File: config.mk
export PLATFORM = sky130hd
export DESIGN_NAME = fillrect_flat
export DESIGN_NICKNAME = d
export VERILOG_FILES = /design/src/rtl/fillrect_pkg.sv /design/src/rtl/fillrect_if.sv /design/src/rtl/fillrect_scan.sv /design/src/rtl/fillrect.sv /design/src/flat_wrapper.sv
export SDC_FILE = /design/constraint.sdc
export NUM_CORES = 1
export LEC_CHECK = 0
export BUFFER_PORTS_ARGS = -buffer_cell sky130_fd_sc_hd__buf_2
export CORE_UTILIZATION = 40
export CTS_BUF_LIST = sky130_fd_sc_hd__clkbuf_8
export DETAILED_ROUTE_END_ITERATION = 12
export SLEW_MARGIN = 40
export SYNTH_ARGS = -nofsm -noshare
export SYNTH_HDL_FRONTEND = slang
export SYNTH_SLANG_ARGS = --single-unit
File: constraint.sdc
create_clock -name clk -period 2.8 [get_ports clk]
set_input_delay 0.28 -clock clk [delete_from_list [all_inputs] [get_ports clk]]
set_output_delay 0.28 -clock clk [all_outputs]
set_load 0.03 [all_outputs]
File: src/rtl/fillrect_pkg.sv
// Shared types and the fill-pattern colour function for the rectangle filler.
package fillrect_pkg;

  typedef enum logic [1:0] {IDLE, FILL, DONE} state_t;

  typedef enum logic [1:0] {M_SOLID, M_XSTRIPE, M_YSTRIPE, M_CHECK} mode_t;

  // Widest colour the pattern function supports; callers truncate to their CW.
  localparam int PAT_W = 16;

  function automatic logic [PAT_W-1:0] pattern_colour(
    input mode_t            mode,
    input logic [PAT_W-1:0] colour,
    input logic [PAT_W-1:0] x,
    input logic [PAT_W-1:0] y
  );
    case (mode)
      M_SOLID:   return colour;
      M_XSTRIPE: return colour ^ x;
      M_YSTRIPE: return colour ^ y;
      default:   return colour ^ {PAT_W{x[0] ^ y[0]}};
    endcase
  endfunction

endpackage

File: src/rtl/fillrect_if.sv
// Request and VGA plot port bundle for the rectangle filler.
interface fillrect_if #(
  parameter int XW = 8,
  parameter int YW = 7,
  parameter int CW = 3
);
  logic          start;
  logic [1:0]    mode;
  logic [CW-1:0] colour;
  logic [XW-1:0] x0, x1;
  logic [YW-1:0] y0, y1;
  logic          busy;
  logic          done;
  logic [XW-1:0] vga_x;
  logic [YW-1:0] vga_y;
  logic [CW-1:0] vga_colour;
  logic          vga_plot;

  modport master (
    output start, mode, colour, x0, x1, y0, y1,
    input  busy, done, vga_x, vga_y, vga_colour, vga_plot
  );

  modport slave (
    input  start, mode, colour, x0, x1, y0, y1,
    output busy, done, vga_x, vga_y, vga_colour, vga_plot
  );
endinterface

File: src/rtl/fillrect_scan.sv
// 2-D bounded counter: row-major walk of [x0..x1c] x [y0..y1c], bounds latched on load.
module fillrect_scan #(
  parameter int XW = 8,
  parameter int YW = 7
) (
  input  logic          clk,
  input  logic          rst,
  input  logic          load,
  input  logic          en,
  input  logic [XW-1:0] x0,
  input  logic [XW-1:0] x1c,
  input  logic [YW-1:0] y0,
  input  logic [YW-1:0] y1c,
  output logic [XW-1:0] x,
  output logic [YW-1:0] y,
  output logic [XW-1:0] x_nxt,
  output logic [YW-1:0] y_nxt,
  output logic          last
);
  logic [XW-1:0] x0_r, x1c_r;
  logic [YW-1:0] y1c_r;

  assign last = (x == x1c_r) && (y == y1c_r);

  // NOTE: combinational blocks assign every output a default first so no latch is inferred.
  always_comb begin
    x_nxt = x;
    y_nxt = y;
    if (load) begin
      x_nxt = x0;
      y_nxt = y0;
    end else if (en && !last) begin
      if (x < x1c_r) begin
        x_nxt = x + XW'(1);
      end else begin
        x_nxt = x0_r;
        y_nxt = y + YW'(1);
      end
    end
  end

  // NOTE: state uses non-blocking assignments under an asynchronous reset so all flops update together.
  always_ff @(posedge clk or posedge rst) begin
    if (rst) begin
      x     <= '0;
      y     <= '0;
      x0_r  <= '0;
      x1c_r <= '0;
      y1c_r <= '0;
    end else begin
      x <= x_nxt;
      y <= y_nxt;
      if (load) begin
        x0_r  <= x0;
        x1c_r <= x1c;
        y1c_r <= y1c;
      end
    end
  end
endmodule

File: src/rtl/fillrect.sv
// Rectangle filler: latches a clipped rectangle and fill mode, then plots one pixel per clock.
module fillrect
  import fillrect_pkg::*;
#(
  parameter int SCREEN_W = 160,
  parameter int SCREEN_H = 120,
  parameter int XW       = 8,
  parameter int YW       = 7,
  parameter int CW       = 3
) (
  input logic       clk,
  input logic       rst,
  fillrect_if.slave bus
);
  state_t        state, state_nxt;
  mode_t         mode_r, pat_mode;
  logic [CW-1:0] colour_r, pat_base;
  logic [XW-1:0] x1c, scan_x, x_nxt;
  logic [YW-1:0] y1c, scan_y, y_nxt;
  logic          empty, load, en, last;
  logic          busy_r, done_r, plot_r;
  logic [CW-1:0] vga_colour_r;

  assign x1c   = (bus.x1 > XW'(SCREEN_W - 1)) ? XW'(SCREEN_W - 1) : bus.x1;
  assign y1c   = (bus.y1 > YW'(SCREEN_H - 1)) ? YW'(SCREEN_H - 1) : bus.y1;
  assign empty = (bus.x0 > x1c) || (bus.y0 > y1c);
  assign load  = (state == IDLE) && bus.start && !empty;
  assign en    = (state == FILL);

  // The first pixel's colour is computed from the live request, later ones from the latched copy.
  assign pat_mode = load ? mode_t'(bus.mode) : mode_r;
  assign pat_base = load ? bus.colour : colour_r;

  fillrect_scan #(.XW(XW), .YW(YW)) u_scan (
    .clk   (clk),
    .rst   (rst),
    .load  (load),
    .en    (en),
    .x0    (bus.x0),
    .x1c   (x1c),
    .y0    (bus.y0),
    .y1c   (y1c),
    .x     (scan_x),
    .y     (scan_y),
    .x_nxt (x_nxt),
    .y_nxt (y_nxt),
    .last  (last)
  );

  always_comb begin
    state_nxt = state;
    case (state)
      IDLE:    if (bus.start) state_nxt = empty ? DONE : FILL;
      FILL:    if (last) state_nxt = DONE;
      DONE:    if (!bus.start) state_nxt = IDLE;
      default: state_nxt = IDLE;
    endcase
  end

  always_ff @(posedge clk or posedge rst) begin
    if (rst) begin
      state        <= IDLE;
      mode_r       <= M_SOLID;
      colour_r     <= '0;
      busy_r       <= 1'b0;
      done_r       <= 1'b0;
      plot_r       <= 1'b0;
      vga_colour_r <= '0;
    end else begin
      state  <= state_nxt;
      busy_r <= (state_nxt == FILL);
      done_r <= (state_nxt == DONE);
      plot_r <= (state_nxt == FILL);
      if (load) begin
        mode_r   <= mode_t'(bus.mode);
        colour_r <= bus.colour;
      end
      if (load || (en && !last))
        vga_colour_r <= CW'(pattern_colour(pat_mode, PAT_W'(pat_base),
                                           PAT_W'(x_nxt), PAT_W'(y_nxt)));
    end
  end

  assign bus.busy       = busy_r;
  assign bus.done       = done_r;
  assign bus.vga_plot   = plot_r;
  assign bus.vga_x      = scan_x;
  assign bus.vga_y      = scan_y;
  assign bus.vga_colour = vga_colour_r;
endmodule

File: src/flat_wrapper.sv
// flat-port wrapper written by rule: the top's interface ports become plain ports
module fillrect_flat import fillrect_pkg::*;
#(
  parameter int SCREEN_W = 160,
  parameter int SCREEN_H = 120,
  parameter int XW       = 8,
  parameter int YW       = 7,
  parameter int CW       = 3
)
  (clk, rst, bus_start, bus_mode, bus_colour, bus_x0, bus_x1, bus_y0, bus_y1, bus_busy, bus_done, bus_vga_x, bus_vga_y, bus_vga_colour, bus_vga_plot);
  fillrect_if #(.XW(XW), .YW(YW), .CW(CW)) bus_i ();
  input logic clk;
  input logic rst;
  input wire logic [$bits(bus_i.start)-1:0] bus_start;
  input wire logic [$bits(bus_i.mode)-1:0] bus_mode;
  input wire logic [$bits(bus_i.colour)-1:0] bus_colour;
  input wire logic [$bits(bus_i.x0)-1:0] bus_x0;
  input wire logic [$bits(bus_i.x1)-1:0] bus_x1;
  input wire logic [$bits(bus_i.y0)-1:0] bus_y0;
  input wire logic [$bits(bus_i.y1)-1:0] bus_y1;
  output wire logic [$bits(bus_i.busy)-1:0] bus_busy;
  output wire logic [$bits(bus_i.done)-1:0] bus_done;
  output wire logic [$bits(bus_i.vga_x)-1:0] bus_vga_x;
  output wire logic [$bits(bus_i.vga_y)-1:0] bus_vga_y;
  output wire logic [$bits(bus_i.vga_colour)-1:0] bus_vga_colour;
  output wire logic [$bits(bus_i.vga_plot)-1:0] bus_vga_plot;
  assign bus_i.start = bus_start;
  assign bus_i.mode = bus_mode;
  assign bus_i.colour = bus_colour;
  assign bus_i.x0 = bus_x0;
  assign bus_i.x1 = bus_x1;
  assign bus_i.y0 = bus_y0;
  assign bus_i.y1 = bus_y1;
  assign bus_busy = bus_i.busy;
  assign bus_done = bus_i.done;
  assign bus_vga_x = bus_i.vga_x;
  assign bus_vga_y = bus_i.vga_y;
  assign bus_vga_colour = bus_i.vga_colour;
  assign bus_vga_plot = bus_i.vga_plot;
  fillrect #(.SCREEN_W(SCREEN_W), .SCREEN_H(SCREEN_H), .XW(XW), .YW(YW), .CW(CW)) u_core (.clk(clk), .rst(rst), .bus(bus_i));
endmodule
==> run_results.csv <==
group,metric,value,unit
sta,tightestPinTransition,0.580,ns
final_layout,synthToLayoutAreaGrowth,44.3,%
worst_setup_path,startpoint_type,"input port",
die,num_rows,31,
synth,ys.flop_type,"dfrtp_1",
sta,rsz0062_at_grt,"yes",
clocking,clock_latency,0.32,ns
worst_setup_path,slowest_stage,"or3_4",
worst_setup_path,crit_type,"input port to register",
synth,syn_area,3130,um^2
clocking,cts_made_buffers,5,
clocking,cts_max_level,2,
final_layout,final_common_cell,"buf_4",
placement,place_area,4100,um^2
sta,max-slew-margin-rel,61.0,%
pwr,p_per_area,1120,nW/um^2
clocking,root_buffer,"clkbuf_8",
worst_setup_path,arrival,3.24,ns
final_layout,layout-drive-gt1-share,38.8,%
sta,period_needed,3.04,ns
die,die_h,90.5,um
detailed_routing,wl_per_cell,15.1,um
worst_setup_path,critPathCaptureType,"register",
die,die_x,90.5,um
run_status,violations,"setup timing",
detailed_routing,drt-total-wl,8.90,mm
final_layout,final_cell_mix,"buf_4, nand2_1, buf_2, dfrtp_1, o21ai_0",
sta,tns,-0.614,ns
final_layout,final_area,4520,um^2
synth,ys_ff_latch,50,
run_status,status,"complete, but fails checks",
placement,port_buffers,58,
synth,postSynthAreaPerCell,8.82,um^2
worst_setup_path,path_cells,"buf_2 -> inv_2 -> nor2_4 -> nor2_2 -> ha_1 -> nor2b_4 -> o211ai_1 -> a211oi_2 -> or3_4 -> nor2_4 -> mux2i_4 -> inv_2 -> ha_2 -> nand4_1 -> o31ai_4 -> o311ai_2 -> xor2_1 -> a21oi_1",
detailed_routing,drtIter0Drc,100,
pwr,leakage,2.19,nW
synth,yosys.cell_types.count,47,
die,core_area,7410,um^2
final_layout,insertedDiodeCount,0,
die,initial_core_util,42.3,%
synth,synthArstFlopShare,100,%
placement,place_congestion,0.832,
global_routing,grt_pass1_wl,14.9,mm
sta,worst_slack,-0.237,ns
synth,synthCells,355,
clocking,cts_tree,"built",
worst_setup_path,worst_path_largest_cell_delay,0.40,ns
sta,clock_skew,0.00969,ns
placement,dp_hpwl,6.99,mm
placement,place_inst,570,
synth,yosys_warnings,0,
global_routing,grt_max_degree,32,
sta,setup_viol,3,
final_layout,fill_cells,662,
worst_setup_path,timing.critical_path.fanout_max,5,
flow_run,max_cap_violations,0,
synth,ys_seq_area_share,40.0,%
detailed_routing,vias,3004,
global_routing,grt_pass1_vias,3052,
detailed_routing,drc,0,
final_layout,final_cell_count_no_fill,589,
final_layout,nNetsFinal,554,
pwr,total_power,5.07,mW
detailed_routing,antenna_left,0,
global_routing,track_usage,23.2,%
sta,hold_viol_final,0,
global_routing,antenna_found_initial,0,
sta,whs,0.209,ns
die,die_area,8190,um^2
sta,period_share,108,%
sta,fmax,0.329,GHz
worst_setup_path,crit_required,3.00,ns
global_routing,overflow,0,
detailed_routing,dr.pass1.iters,4,
min_path,hold_class,"input port to register",
detailed_routing,via_per_inst,5.10,
synth,synth_nets,420,
pwr,vdd_drop_max,0.557,mV
clocking,clk_path_buf_depth,2,
placement,dpl_worst_slack,-0.704,ns
clocking,clk_pin_slew,0.10,ns
die,num_io_pins,59,
clocking,cts_sinks,50,
synth,synth_edf_count,0,
sta,slew_viol_final,0,
final_layout,fin_util,61.0,%
## synth_stat cells (all sizes together), types with 3 or more instances
| cell | count | area [um^2] |
|---|---|---|
| nand2 | 69 | 259 |
| dfrtp | 50 | 1250 |
| o21ai | 34 | 170 |
| ha | 27 | 338 |
| inv | 26 | 97.6 |
| xor2 | 16 | 140 |
| nand3 | 14 | 70.1 |
| a21oi | 13 | 65.1 |
| nor2 | 13 | 48.8 |
| clkbuf | 9 | 33.8 |
| o211ai | 8 | 60.1 |
| xnor2 | 8 | 70.1 |
| nand4 | 7 | 43.8 |
| a211oi | 4 | 30.0 |
| and2 | 4 | 25.0 |
| nand2b | 4 | 25.0 |
| a21o | 3 | 22.5 |
| mux2i | 3 | 30.0 |
| nor2b | 3 | 18.8 |
| nor3 | 3 | 15.0 |
| o21a | 3 | 22.5 |
| or2 | 3 | 18.8 |
## where the power goes
part	internal, mW	switching [mW]
Clock	0.358	0.264
Combinational	1.39	1.75
Sequential	1.08	0.222
Total	2.83	2.24
## worst paths after layout
path | from | to | slack (ns) | cells after the start
worst max-delay path | bus_x1[7] | u_core.bus.vga_colour[0] | -0.24 | 18
worst min-delay path | bus_colour[1] | u_core.colour_r[1] | 0.21 | 3
worst max register to register | u_core.u_scan.x[6] | u_core.bus.vga_colour[2] | -0.19 | 11
worst min register to register | u_core.u_scan.x0_r[6] | u_core.u_scan.x0_r[6] | 0.48 | 2
max in group asynchronous | rst | u_core.u_scan.x0_r[2] | 1.54 | 4
min in group asynchronous | rst | u_core.u_scan.y[5] | 0.50 | 3
## routing by layer
metal | routed length [um] | vias to the layer above | part of all wire [%] | global-route usage [%]
li1 | - | 1503 | - | -
met2 | 4510 | 63 | 51 | 41.7
met4 | 92 | 0 | 1.0 | 5.51
met1 | 3970 | 1430 | 45 | 28.8
met5 | 0 | - | 0 | 0
met3 | 329 | 8 | 3.7 | 3.70
## layout make-up
class                   instances  area (um^2)  share of cell area [%]
inverters                      26         97.6                    2.16
clock buffers                   5         68.8                    1.52
multi-input cells             268         1990                    44.1
flip-flops and latches         50         1250                    27.7
well taps                      99          124                    2.74
clock inverters                 3         68.8                    1.52
repair buffers                138          917                    20.3
## critical path: cells and delay by family
family / cells / cell delay (ns)
AOI/OAI and AO/OA: 5 / 0.71
and+or+nand+nor: 6 / 1.05
buffers and inverters: 3 / 0.22
adders and majority gates: 2 / 0.49
muxes: 1 / 0.32
xor gates and xnor gates: 1 / 0.17
## sequential cells by signal (all words and copies together) (netlist names)
signal	flops
u_core.bus.vga_colour	3
u_core.bus.done	1
u_core.mode_r	2
u_core.u_scan.x1c_r	8
u_core.u_scan.x0_r	8
u_core.u_scan.x	8
u_core.u_scan.y	7
u_core.state	2
u_core.colour_r	3
u_core.bus.busy	1
u_core.u_scan.y1c_r	7
## kinds of logic (layout without fill, tap and decap cells)
logic type	after synthesis	after routing	synth area share, %
xor gates and xnor gates	24	24	6.71
AOI/OAI and AO/OA	82	82	17.1
muxes	5	5	1.68
buffers and inverters	37	172	4.59
adders and majority gates	28	28	11.1
and+or+nand+nor	129	129	18.9
DFF	50	50	40.0
## what timing repair did
action | 4_1_cts | 5_1_grt
setup buffers | 7 | 3
setup endpoints to repair | 3 | 5
gates resized for setup | 26 | 14
pin swaps | 18 | 11
endpoints found under the hold margin | 19 | 0
gates cloned | 0 | 0
hold buffers | 1 | 0
Note: power is estimated with default switching activity, not from simulation.
